File: src/rtl/pp_ctrl_pkg.sv
// rtl/pp_ctrl_pkg.sv - shared types and defaults for the ping-pong buffer front end
package pp_ctrl_pkg;

  typedef enum logic [1:0] {
    DB_IDLE,
    DB_RISE,
    DB_HELD,
    DB_FALL
  } db_state_t;

  localparam int DATA_W_DEF          = 8;
  localparam int DEBOUNCE_CYCLES_DEF = 4;
  localparam int CNT_W_DEF           = 8;

endpackage

File: src/rtl/switch_debounce.sv
// rtl/switch_debounce.sv - one-bit 2-flop synchroniser plus debounce FSM
// press is high for the single cycle in which a stable rising level is accepted.
module switch_debounce
  import pp_ctrl_pkg::*;
#(
  parameter int DEBOUNCE_CYCLES = DEBOUNCE_CYCLES_DEF
) (
  input  logic clk,
  input  logic rst,
  input  logic sw_raw,
  output logic press,
  output logic held
);

  localparam int CW = $clog2(DEBOUNCE_CYCLES);
  localparam logic [CW-1:0] CNT_MAX = CW'(DEBOUNCE_CYCLES - 1);

  logic      sync1;
  logic      synced;
  db_state_t state;
  db_state_t state_nxt;
  logic [CW-1:0] cnt;
  logic [CW-1:0] cnt_nxt;

  always_ff @(posedge clk or negedge rst) begin
    if (!rst) begin
      sync1  <= 1'b0;
      synced <= 1'b0;
      state  <= DB_IDLE;
      cnt    <= '0;
    end else begin
      sync1  <= sw_raw;
      synced <= sync1;
      state  <= state_nxt;
      cnt    <= cnt_nxt;
    end
  end

  always_comb begin
    state_nxt = state;
    cnt_nxt   = cnt;
    press     = 1'b0;
    case (state)
      DB_IDLE: begin
        if (synced) begin
          state_nxt = DB_RISE;
          cnt_nxt   = '0;
        end
      end
      DB_RISE: begin
        if (!synced) begin
          state_nxt = DB_IDLE;
        end else if (cnt == CNT_MAX) begin
          state_nxt = DB_HELD;
          press     = 1'b1;
        end else begin
          cnt_nxt = cnt + CW'(1);
        end
      end
      DB_HELD: begin
        if (!synced) begin
          state_nxt = DB_FALL;
          cnt_nxt   = '0;
        end
      end
      DB_FALL: begin
        // a short low while held is treated as contact bounce, not a release
        if (synced) begin
          state_nxt = DB_HELD;
        end else if (cnt == CNT_MAX) begin
          state_nxt = DB_IDLE;
        end else begin
          cnt_nxt = cnt + CW'(1);
        end
      end
      default: begin
        state_nxt = DB_IDLE;
        cnt_nxt   = '0;
      end
    endcase
  end

  assign held = (state == DB_HELD);

endmodule

File: src/rtl/switch_strobe_conditioner.sv
// rtl/switch_strobe_conditioner.sv - debounced switch presses to gated buffer strobes
// Write/read presses become one-cycle strobes unless blocked by full/empty, which are counted.
module switch_strobe_conditioner
  import pp_ctrl_pkg::*;
#(
  parameter int DATA_W          = DATA_W_DEF,
  parameter int DEBOUNCE_CYCLES = DEBOUNCE_CYCLES_DEF,
  parameter int CNT_W           = CNT_W_DEF
) (
  input  logic              clk,
  input  logic              rst,
  input  logic              sw_write_raw,
  input  logic              sw_read_raw,
  input  logic [DATA_W-1:0] sw_data_raw,
  input  logic              buf_full,
  input  logic              buf_empty,
  output logic              write_en,
  output logic [DATA_W-1:0] write_data,
  output logic              read_en,
  output logic [CNT_W-1:0]  write_reject_cnt,
  output logic [CNT_W-1:0]  read_reject_cnt
);

  logic              wr_press;
  logic              rd_press;
  logic              wr_held_unused;
  logic              rd_held_unused;
  logic [DATA_W-1:0] data_sync1;
  logic [DATA_W-1:0] data_sync2;

  switch_debounce #(.DEBOUNCE_CYCLES(DEBOUNCE_CYCLES)) u_wr_db (
    .clk    (clk),
    .rst    (rst),
    .sw_raw (sw_write_raw),
    .press  (wr_press),
    .held   (wr_held_unused)
  );

  switch_debounce #(.DEBOUNCE_CYCLES(DEBOUNCE_CYCLES)) u_rd_db (
    .clk    (clk),
    .rst    (rst),
    .sw_raw (sw_read_raw),
    .press  (rd_press),
    .held   (rd_held_unused)
  );

  // data switches are only synchronised; they must be settled before the press is accepted
  always_ff @(posedge clk or negedge rst) begin
    if (!rst) begin
      data_sync1 <= '0;
      data_sync2 <= '0;
    end else begin
      data_sync1 <= sw_data_raw;
      data_sync2 <= data_sync1;
    end
  end

  always_ff @(posedge clk or negedge rst) begin
    if (!rst) begin
      write_en         <= 1'b0;
      write_data       <= '0;
      write_reject_cnt <= '0;
    end else begin
      write_en <= wr_press && !buf_full;
      if (wr_press && !buf_full) begin
        write_data <= data_sync2;
      end
      if (wr_press && buf_full && (write_reject_cnt != '1)) begin
        write_reject_cnt <= write_reject_cnt + CNT_W'(1);
      end
    end
  end

  always_ff @(posedge clk or negedge rst) begin
    if (!rst) begin
      read_en         <= 1'b0;
      read_reject_cnt <= '0;
    end else begin
      read_en <= rd_press && !buf_empty;
      if (rd_press && buf_empty && (read_reject_cnt != '1)) begin
        read_reject_cnt <= read_reject_cnt + CNT_W'(1);
      end
    end
  end

endmodule
File: config.mk
export PLATFORM = sky130hd
export DESIGN_NAME = switch_strobe_conditioner
export DESIGN_NICKNAME = d
export VERILOG_FILES = /design/src/rtl/pp_ctrl_pkg.sv /design/src/rtl/switch_debounce.sv /design/src/rtl/switch_strobe_conditioner.sv
export SDC_FILE = /design/constraint.sdc
export NUM_CORES = 1
export LEC_CHECK = 0
export CAP_MARGIN = 20
export CORE_ASPECT_RATIO = 1.5
export CORE_MARGIN = 2
export CORE_UTILIZATION = 54
export CTS_CLUSTER_SIZE = 30
export DETAILED_ROUTE_END_ITERATION = 10
export GPL_ROUTABILITY_DRIVEN = 1
export PLACE_DENSITY = 0.9
export SLEW_MARGIN = 20
export SYNTH_ARGS = -nofsm -noshare
export SYNTH_HDL_FRONTEND = slang
export SYNTH_HIERARCHICAL = 1
export SYNTH_SLANG_ARGS = --single-unit
File: constraint.sdc
create_clock -name clk -period 2.95 [get_ports clk]
set_clock_uncertainty 0.2 [all_clocks]
set_input_delay 0.4425 -clock clk [delete_from_list [all_inputs] [get_ports clk]]
set_output_delay 0.4425 -clock clk [all_outputs]
set_load 0.01 [all_outputs]
==> impl_metrics.toml, run 1 <==
[status]
status = "completed"

[sta]
maxSlewHeadroom_pct = 53.3
finalSetupViolCount = 0
rsz0062_at_grt = "false"
worst_pin_slew_ps = 699
timing.setup.tns_ps = 0
slew_viol_final = 0
fmax_mhz = 460
fin_crit_sh_pct = 73.7
min_period_ps = 2170
final_hold_viol_count = 0

[critical_path]
endpoint_kind = "flip-flop"
cp.arrival_ps = 2170
crit_chain = "ha_1 > and4b_2 > nor2b_1 > mux2_2"
crit_buf_inv = 0
worstSetupPathType = "reg2reg"
crit_fanout = 9
crit_family = "simple AND/OR/NAND/NOR gates"
critPathRequiredTime_ps = 2950
start_kind = "flip-flop"
max_stage_delay_ps = 570
slowest_stage = "nor2b_1"

[detailed_routing]
met2WireLength_um = 2110
drt_iter0_drc = 24
wl_per_cell_um = 15.8
routed_wl_um = 3860
ant_nets = 0
drc = 0
vias = 1361
first_pass_iters = 4
top_layer = "met4"
met1Wirelength_um = 1480
met3_length_um = 188
viasPerCell = 5.58

[global_routing]
antenna_found_initial = 0
grt_max_degree = 28
grt_pass1_vias = 1397
grt_pass1_wl_um = 6350
grt_overflow = 0
grtUsageTotal_pct = 20.5

[power]
p_per_area_nw_per_um2 = 691
ir_drop_mv = 0.534
p_leak_uw = 0.00122

[clock_tree]
cts_resized = 0
cts.htree.levels = 2
clkTransAtPathRegs_ps = 100
clk_latency_ps = 300
clock-sinks = 54
clk_path_buf_depth = 2
cts_tree = "built"
clock-root-buffer = "clkbuf_8"
cts_inserted_buffers = 5

[synthesis]
syn_area_per_cell_sq_um = 13.7
syn-num-nets = 172
syn_area_sq_um = 2080
netlist_instances = 152
ys_warn_count = 6

[final_layout]
nNetsFinal = 220
syn_to_final_growth_pct = 27.5
diodes = 0
final_common_cell = "dfrtp_1"
final_cell_mix = "54 x dfrtp_1, 38 x clkdlybuf4s50_1, 13 x mux2_2, 8 x nand2_1"
drive_above_1_share_pct = 18.4
final_core_util_pct = 72.1

[hold_path]
hold_class = "reg2reg"

[place]
port_buffers = 39
gp_congestion = 0.779
dp_hpwl_um = 2880

[flow_run]
drv_cap = 0

[floorplan]
die_h_um = 80.0
fp.dieW_um = 54.7
core_area_sq_um = 3680
ios = 40
die_area_sq_um = 4380
initial_utilization_pct = 56.5
rows = 27
-- stage by stage --
step	total power, uW	cells	hold WS (ps)	setup slack [ps]	instance area [sq um]
after floorplan	1140	152	-53.1	1040	2080
after global placement	1320	235	133	807	2530
after detailed placement	1360	235	137	737	2530
after CTS	1850	244	159	750	2650
after global routing	1930	244	164	658	2650
final	1830	244	157	777	2650
-- metal layers --
layer	track usage, %	up-vias
met3	5.06	6
met1	23.1	678
met4	9.50	0
met2	34.9	47
li1	-	630
met5	0	-
-- path summary, 6_finish.rpt --
| kind | depth (start not counted) | from | slack (ps) | to |
|---|---|---|---|---|
| min in group asynchronous | 2 | rst | 470 | read_reject_cnt[3] |
| worst min-delay path | 0 | data_sync1[6] | 160 | data_sync2[6] |
| max in group asynchronous | 3 | rst | 1460 | write_data[4] |
| worst max register to register | 4 | u_wr_db/cnt[0] | 780 | write_data[2] |
| worst max-delay path | 4 | u_wr_db/cnt[0] | 780 | write_data[2] |
| worst min register to register | 0 | data_sync1[6] | 160 | data_sync2[6] |
-- timing repair --
item	CTS	global route
hold buffers	1	0
endpoints found under the setup margin	0	0
endpoints found under the hold margin	25	0
setup buffers	0	0
-- power by group --
group / switching [uW] / internal (uW)
combinational: 155 / 229
clock: 233 / 254
sequential: 98.7 / 863
-- area by class of cell --
cell class,count,area (sq um)
inverters,3,11.3
fillers,242,1030
clock buffers,5,68.8
multi-input cells,94,714
flip-flops and latches,54,1350
repair buffers,42,410
well taps,43,53.8
clock inverters,3,43.8
-- flip-flops by register name, summed over array words and instances (netlist names), named ones only --
signal / cells
data_sync1: 8
data_sync2: 8
read_reject_cnt: 8
write_data: 8
write_reject_cnt: 8
u_rd_db/cnt: 2
u_wr_db/cnt: 2
read_en: 1
u_rd_db/state: 1
u_rd_db/sync1: 1
u_rd_db/synced: 1
u_wr_db/state: 1
u_wr_db/sync1: 1
u_wr_db/synced: 1
write_en: 1
Power figures use the tool's default switching activity.
==> run 2, diff against run 1 <==
CORE_UTILIZATION = 46   (was 54)
PLACE_DENSITY = 0.82   (was 0.9)
clock period = 1.9 ns   (was 2.95 ns; I/O delays follow)
==> run 2 against run 1 <==
Net effect: the flow now finishes with violations (DRC); critical path depth up 2; hold slack worse by 4.1 ps; power grew 50%; sequential power rose by 54%; flip-flop and latch count did not move; via count grew 1.2%; die area is 16% higher; critical endpoint is now read_reject_cnt[5]; largest cell class unchanged; largest power group unchanged; highest routed layer unchanged.
==> impl_metrics.toml, run 2 (synthesized netlist as in run 1, its figures left out) <==
[power]
power_uw = 2740
switchingPower_uw = 725
combinationalPowerShare_pct = 24.1
p_int_uw = 2020
ir_drop_mv = 0.875
pwr-share-seq_pct = 53.9
clkPwrFrac_pct = 22.0
p_leak_uw = 0.00127
switching_share_pct = 26.4
p_per_area_nw_per_um2 = 994

[critical_path]
worstSetupPathType = "reg2reg"
start_kind = "flip-flop"
endpoint_kind = "flip-flop"
crit_chain = "ha_2 > and4b_2 > and2_4 > and4_4 > nand3_2 > mux2_4"
cp.arrival_ps = 1890
max_stage_delay_ps = 360
crit_buf_inv = 0
crit_family = "simple AND/OR/NAND/NOR gates"
crit_fanout = 4
critPathRequiredTime_ps = 1900
slowest_stage = "dfrtp_1"

[place]
dp_cells = 250
gp_congestion = 0.860
port_buffers = 39
placed_area_sq_um = 2630
dp_hpwl_um = 2520

[global_routing]
grt_pass1_vias = 1408
grt_max_degree = 38
antenna_found_initial = 0
grtUsageTotal_pct = 15.2
grt_overflow = 0
grt_pass1_wl_um = 5930

[sta]
finalSetupViolCount = 0
min_period_ps = 1890
worst_pin_slew_ps = 444
fmax_mhz = 530
fin_crit_sh_pct = 99.4
rsz0062_at_grt = "true"
final_hold_viol_count = 0
maxSlewHeadroom_pct = 70.4
slew_viol_final = 0
hold_slack_ps = 153

[detailed_routing]
first_pass_iters = 7
viasPerCell = 5.28
routed_wl_um = 3400
vias = 1377
drt_iter0_drc = 55
wl_per_cell_um = 13.0
ant_nets = 0
drc = 3

[clock_tree]
clkTransAtPathRegs_ps = 90
clk_latency_ps = 300
clock-root-buffer = "clkbuf_8"
clock-sinks = 54
cts_tree = "built"
cts.htree.levels = 2
cts_inserted_buffers = 5
clk_path_buf_depth = 2

[status]
status = "finished with violations"
violations = "DRC"

[final_layout]
final_core_util_pct = 62.3
diodes = 0
syn_to_final_growth_pct = 32.5
nNetsFinal = 232
drive_above_1_share_pct = 24.9
final_cell_mix = "53 x dfrtp_1, 38 x clkdlybuf4s50_1, 13 x buf_4, 12 x mux2_2, 8 x nand2_1"
final_common_cell = "dfrtp_1"
fin_cells = 261
final_cell_area_sq_um = 2760

[floorplan]
ios = 40
core_area_sq_um = 4430
fp.dieW_um = 58.9
initial_utilization_pct = 47.0
die_area_sq_um = 5090
rows = 30
die_h_um = 86.4

[hold_path]
hold_class = "reg2reg"

[flow_run]
drv_cap = 0
run 2: cell types whose count changed in the layout (fill, tap and decap cells not counted), sizes merged:
| cell | change |
|---|---|
| bufinv | -1 |
| inv | -1 |
| buf | +12 |
| clkinv | +1 |
| clkbuf | +1 |
run 2: path summary, 6_finish.rpt:
kind                                start             endpoint  slack [ps]  depth (start not counted)
hold reg to reg             data_sync1[5]        data_sync2[5]         150                          0
hold / removal              data_sync1[5]        data_sync2[5]         150                          0
setup / recovery           u_rd_db/cnt[0]   read_reject_cnt[5]          10                          6
setup reg to reg           u_rd_db/cnt[0]   read_reject_cnt[5]          10                          6
max in group asynchronous             rst   read_reject_cnt[3]         700                          3
min in group asynchronous             rst  write_reject_cnt[0]         250                          2
run 2: repair_timing:
action,CTS,global route
resized for setup,0,6
setup buffers,0,2
hold endpoints to repair,17,0
setup endpoints to repair,0,6
hold buffers,1,0
run 2: power by group through the flow:
stage	registers, uW	logic (uW)	clock network, uW
global placement	1500	623	0
detailed placement	1500	648	0
finish	1480	661	603
CTS	1480	649	629
floorplan	1520	244	0
global route	1510	741	671
run 2: final cells by class:
cell class / count / area [sq um]
Fill cell: 365 / 1670
Multi-Input combinational cell: 94 / 734
Inverter: 3 / 11.3
Timing Repair Buffer: 54 / 513
Clock buffer: 6 / 72.6
Sequential cell: 54 / 1350
Clock inverter: 2 / 13.8
Tap cell: 48 / 60.1
run 2: per-stage QoR:
step	TNS (ps)	worst slack (ps)
after global placement	0	27.2
after CTS	0	7.12
after global routing	-99.1	-62.8
after detailed placement	0	3.93
after floorplan	-2.12	-2.12
final	0	11.5
run 2: layer usage:
layer  global-route usage, %  wire length (um)  vias to the layer above
li1                        -                 -                      654
met1                    18.9              1460                      678
met2                    25.2              1700                       39
met3                    3.73               171                        6
met4                    6.20                57                        0
met5                       0                 0                        -
==> run 3, diff against run 2 <==
CORE_UTILIZATION = 29   (was 46)
PLACE_DENSITY = 0.58   (was 0.82)
==> run 3 against run 2 <==
Net effect: the run now ends clean; power is 4.3% higher; maximum frequency grew 0.62%; core utilization decreased by 21 points; clock power is 26% higher; highest routed layer unchanged.
==> impl_metrics.toml, run 3 (synthesized netlist as in run 1, its figures left out) <==
[critical_path]
max_stage_delay_ps = 360
endpoint_kind = "flip-flop"
r2r_cells = 6
worstSetupPathType = "reg2reg"
crit_chain = "ha_2 > and4b_2 > and2_4 > and4_4 > nand3_2 > mux2_4"
crit_family = "simple AND/OR/NAND/NOR gates"
cp.arrival_ps = 1870
crit_fanout = 4
critPathRequiredTime_ps = 1900
crit_buf_inv = 0
crit_cells = 6
reg2reg_from = "u_rd_db/cnt[1]"
start_kind = "flip-flop"
critPathLaunch = "u_rd_db/cnt[1]"
slowest_stage = "dfrtp_1"

[clock_tree]
clkTransAtPathRegs_ps = 90
clk_latency_ps = 300
clk_path_buf_depth = 2
cts_inserted_buffers = 5
cts.htree.levels = 2
cts_tree = "built"
clock-sinks = 54
clock-root-buffer = "clkbuf_8"

[sta]
slew_viol_final = 0
timing.setup.tns_ps = 0
final_hold_viol_count = 0
fin_crit_sh_pct = 98.8
rsz0062_at_grt = "true"
fmax_mhz = 533
min_period_ps = 1880
finalSetupViolCount = 0
maxSlewHeadroom_pct = 78.9
worst_pin_slew_ps = 314

[detailed_routing]
wl_per_cell_um = 12.0
drc = 0
viasPerCell = 4.69
first_pass_iters = 2
routed_wl_um = 3480
vias = 1360
drt_iter0_drc = 36
ant_nets = 0

[global_routing]
grt_overflow = 0
antenna_found_initial = 0
grt_pass1_wl_um = 6120
grt_pass1_vias = 1418
grtUsageTotal_pct = 9.88
grt_max_degree = 55

[final_layout]
nNetsFinal = 231
final_common_cell = "dfrtp_1"
drive_above_1_share_pct = 25.0
regArea_sq_um = 1350
diodes = 0
final_cell_mix = "53 x dfrtp_1, 38 x clkdlybuf4s50_1, 12 x mux2_2, 12 x buf_4, 8 x nand2_1"
syn_to_final_growth_pct = 35.2
fillerInstances = 667
fin_cells = 290
multi_input_area_sq_um = 734

[hold_path]
hold_class = "reg2reg"
hold_depth = 0
hp-start = "data_sync1[7]"

[place]
dp_cells = 280
gp_congestion = 0.749
port_buffers = 39
dp_hpwl_um = 2400

[floorplan]
ios = 40
fp.dieW_um = 73.2
die_area_sq_um = 7890
rows = 37
die_h_um = 108
initial_utilization_pct = 30.2
core_area_sq_um = 6900

[power]
ir_drop_mv = 0.376
p_leak_uw = 0.00128
p_per_area_nw_per_um2 = 1020

[status]
status = "completed"

[flow_run]
drv_cap = 0
## run 3: cell types whose count changed in the layout (fill, tap and decap cells not counted), sizes merged
cell    before  now
bufinv       0    1
inv          3    4
buf         15   14
clkinv       2    1
clkbuf       6    5
## run 3: metal layers
metal / global-route usage, % / share of wire (%) / wire [um]
met5: 0 / 0 / 0
met4: 4.63 / 2.0 / 71
met3: 3.37 / 5.4 / 188
met2: 16.7 / 52 / 1820
met1: 10.9 / 40 / 1400
## run 3: stage by stage
| step | hold slack, ps | util, % | area (sq um) | power, uW | worst slack (ps) |
|---|---|---|---|---|---|
| finish | 154 | 40.8 | 2810 | 2860 | 23.1 |
| floorplan | -211 | - | 2080 | 1770 | -2.12 |
| detailed placement | 117 | 38.6 | 2670 | 2130 | -15.7 |
| global placement | 116 | 38.6 | 2670 | 2120 | -6.47 |
| CTS | 159 | 40.5 | 2790 | 2920 | 1.55 |
| global route | 164 | 40.8 | 2810 | 3070 | -72.3 |
## run 3: worst paths after layout
path / slack, ps / endpoint
setup / recovery: 20 / read_reject_cnt[5]
hold / removal: 150 / data_sync2[7]
setup reg to reg: 20 / read_reject_cnt[5]
max in group asynchronous: 940 / u_wr_db/synced
min in group asynchronous: 290 / write_reject_cnt[6]
hold reg to reg: 150 / data_sync2[7]
## run 3: report_power, final
group          internal (uW)  switching [uW]  leakage [uW]
Sequential              1340             128      0.000680
Combinational            399             234      0.000538
Clock                    395             364     0.0000585
## run 3: cell type report
class	count	area share, %
inverter	3	0.400
timing repair buffer	53	18.0
sequential	54	48.1
multi-input combinational	94	26.1
tap	78	3.47
clock inverter	3	1.56
clock buffer	5	2.45
## run 3: repair_timing
| action | 4_1_cts | 5_1_grt |
|---|---|---|
| hold endpoints to repair | 54 | 0 |
| endpoints found under the setup margin | 2 | 8 |
| pin swaps | 0 | 1 |
| buffers inserted | 0 | 1 |
| gates cloned | 0 | 0 |
| resized for setup | 2 | 4 |
| hold buffers | 1 | 0 |
==> RTL edit (settings of run 3) <==
Register the output `write_reject_cnt` once more, with the module's reset; this adds one clock of latency there. The other outputs are not delayed to match.
--- a/src/rtl/switch_strobe_conditioner.sv
+++ b/src/rtl/switch_strobe_conditioner.sv
@@ -20,6 +20,8 @@
   output logic [CNT_W-1:0]  write_reject_cnt,
   output logic [CNT_W-1:0]  read_reject_cnt
 );
+
+  logic [CNT_W-1:0] write_reject_cnt_s0;
 
   logic              wr_press;
   logic              rd_press;
@@ -59,14 +61,14 @@
     if (!rst) begin
       write_en         <= 1'b0;
       write_data       <= '0;
-      write_reject_cnt <= '0;
+      write_reject_cnt_s0 <= '0;
     end else begin
       write_en <= wr_press && !buf_full;
       if (wr_press && !buf_full) begin
         write_data <= data_sync2;
       end
-      if (wr_press && buf_full && (write_reject_cnt != '1)) begin
-        write_reject_cnt <= write_reject_cnt + CNT_W'(1);
+      if (wr_press && buf_full && (write_reject_cnt_s0 != '1)) begin
+        write_reject_cnt_s0 <= write_reject_cnt_s0 + CNT_W'(1);
       end
     end
   end
@@ -83,4 +85,12 @@
     end
   end
 
+  always_ff @(posedge clk or negedge rst) begin
+    if (!rst) begin
+      write_reject_cnt <= '0;
+    end else begin
+      write_reject_cnt <= write_reject_cnt_s0;
+    end
+  end
+
 endmodule
Behaviour: not the same (Yosys sat finds a counterexample within 10 cycles, from zero or initial values and one cycle with rst low).
==> RTL edit against run 3 <==
- the run now ends with negative setup slack left
- worst setup slack worse by 24 ps
- critical path type unchanged
- global-route usage is 0.89 points higher
- wire length is 17% higher
- critical path depth did not move
- first-iteration DRC count up 25%
- final cell count is 12% higher
- design area is 18% higher
- count of clock-buffer cells in the layout up 7
- total power grew 49%
- synthesized area rose by 9.8%
- hold slack got worse by 15 ps
- sequential cell count grew 8
- via count rose by 5.1%
==> RTL edit: results (changes against run 3) <==
Setup Viol. Count Final=1 (+1); Iteration-0 DRC Markers=45 (+25%); Placed Area=0.00287 sq mm (+7.8%); placed cells=307 (+9.6%); DP Worst Slack=-16.9 ps (-1.23 ps); failing checks=negative setup slack; I/O Buffers=39 (unchanged); RR Endpoint=read_reject_cnt[7]; final setup margin=-0.869 ps (-24.0 ps); post-synthesis cell count=158 (+3.9%); CTS Buf Count=9 (+4); Max VDD drop=0.000731 V (+95%); outcome=finished, violations left; worst-skew pair later-pin latency=320 ps (+20 ps); vias in the first global route=1512 (+6.6%); Arr. time, crit path=1910 ps (+40 ps); routed vias=1429 (+5.1%); global-route wire length before repair=7130 microns (+17%); routability congestion estimate=0.732 (-2.2%); leakage=0.00149 uW (+17%); Hold Startpoint=data_sync1[1]; Setup TNS Final=-0.869 ps (-0.869 ps); largest net degree at the start of global routing=63 (+15%); Final nets=240 (+3.9%); Pre-antenna DRT Iters=4 (+2); register clock-pin slew on the reported worst setup and hold paths=50 ps (-40 ps); WHS=139 ps (-14.9 ps); fraction of layout cells with a size suffix above 1=25.9% (+0.89 points); GRT Resource Usage Total=10.8% (+0.89 points); Final HPWL DP=2690 microns (+12%); WL/cell=12.5 microns (+4.1%); WL final=4070 microns (+17%); Worst-Margin Slew=339 ps (+25.1 ps); syn_nets=178 (+3.5%); H-Tree Depth=3 (+1)
-- RTL edit: cell type report --
cell class	count	area (sq um)
multi-input combinational	93	774
fill	744	4290
clock buffer	12	267
sequential	62	1550
inverter	2	7.51
clock inverter	3	90.1
timing repair buffer	52	502
tap	102	128
-- RTL edit: worst reg2reg max path: stages, from the launching register on --
cell     delay, ps
dfrtp_1        370
ha_2           190
and4b_2        230
and2_4         170
nand4_4        120
nor3_4         200
mux2_4         310
-- RTL edit: metal layers --
layer | global-route usage (%) | share of wire (%) | up-vias
met2 | 17.2 | 52 | 35
met5 | 0 | 0 | -
met1 | 12.2 | 41 | 705
met4 | 5.82 | 2.4 | 0
li1 | - | - | 679
met3 | 4.70 | 5.1 | 10
-- RTL edit: how the worst max path moves through the flow --
stage / start / to / slack (ps) / depth (start not counted)
after floorplan: u_rd_db/cnt[0] / read_reject_cnt[7] / 50 / 6
after global placement: buf_empty / read_reject_cnt[7] / 20 / 5
after detailed placement: u_wr_db/cnt[1] / write_data[7] / -20 / 5
after CTS: read_reject_cnt[4] / read_reject_cnt[4] / 10 / 1
after global routing: u_rd_db/cnt[1] / read_reject_cnt[7] / -70 / 6
final: u_rd_db/cnt[1] / read_reject_cnt[7] / -0.9 / 6
-- RTL edit: per-stage QoR --
step / util [%] / total power (uW)
global placement: 37.8 / 2310
detailed placement: 37.8 / 2330
CTS: 42.8 / 4280
global route: 43.6 / 4470
finish: 43.6 / 4250
floorplan: - / 1950
-- RTL edit: power breakdown --
| group | total, uW | internal, uW | switching, uW |
|---|---|---|---|
| combinational | 661 | 403 | 258 |
| sequential | 1670 | 1520 | 140 |
| clock | 1920 | 1380 | 541 |
-- RTL edit: what timing repair did --
action / CTS / global route
endpoints found under the setup margin: 9 / 13
hold buffers: 1 / 0
buffers inserted: 0 / 2
cloned: 1 / 0
pin swaps: 0 / 4
endpoints found under the hold margin: 62 / 0
resized for setup: 4 / 10
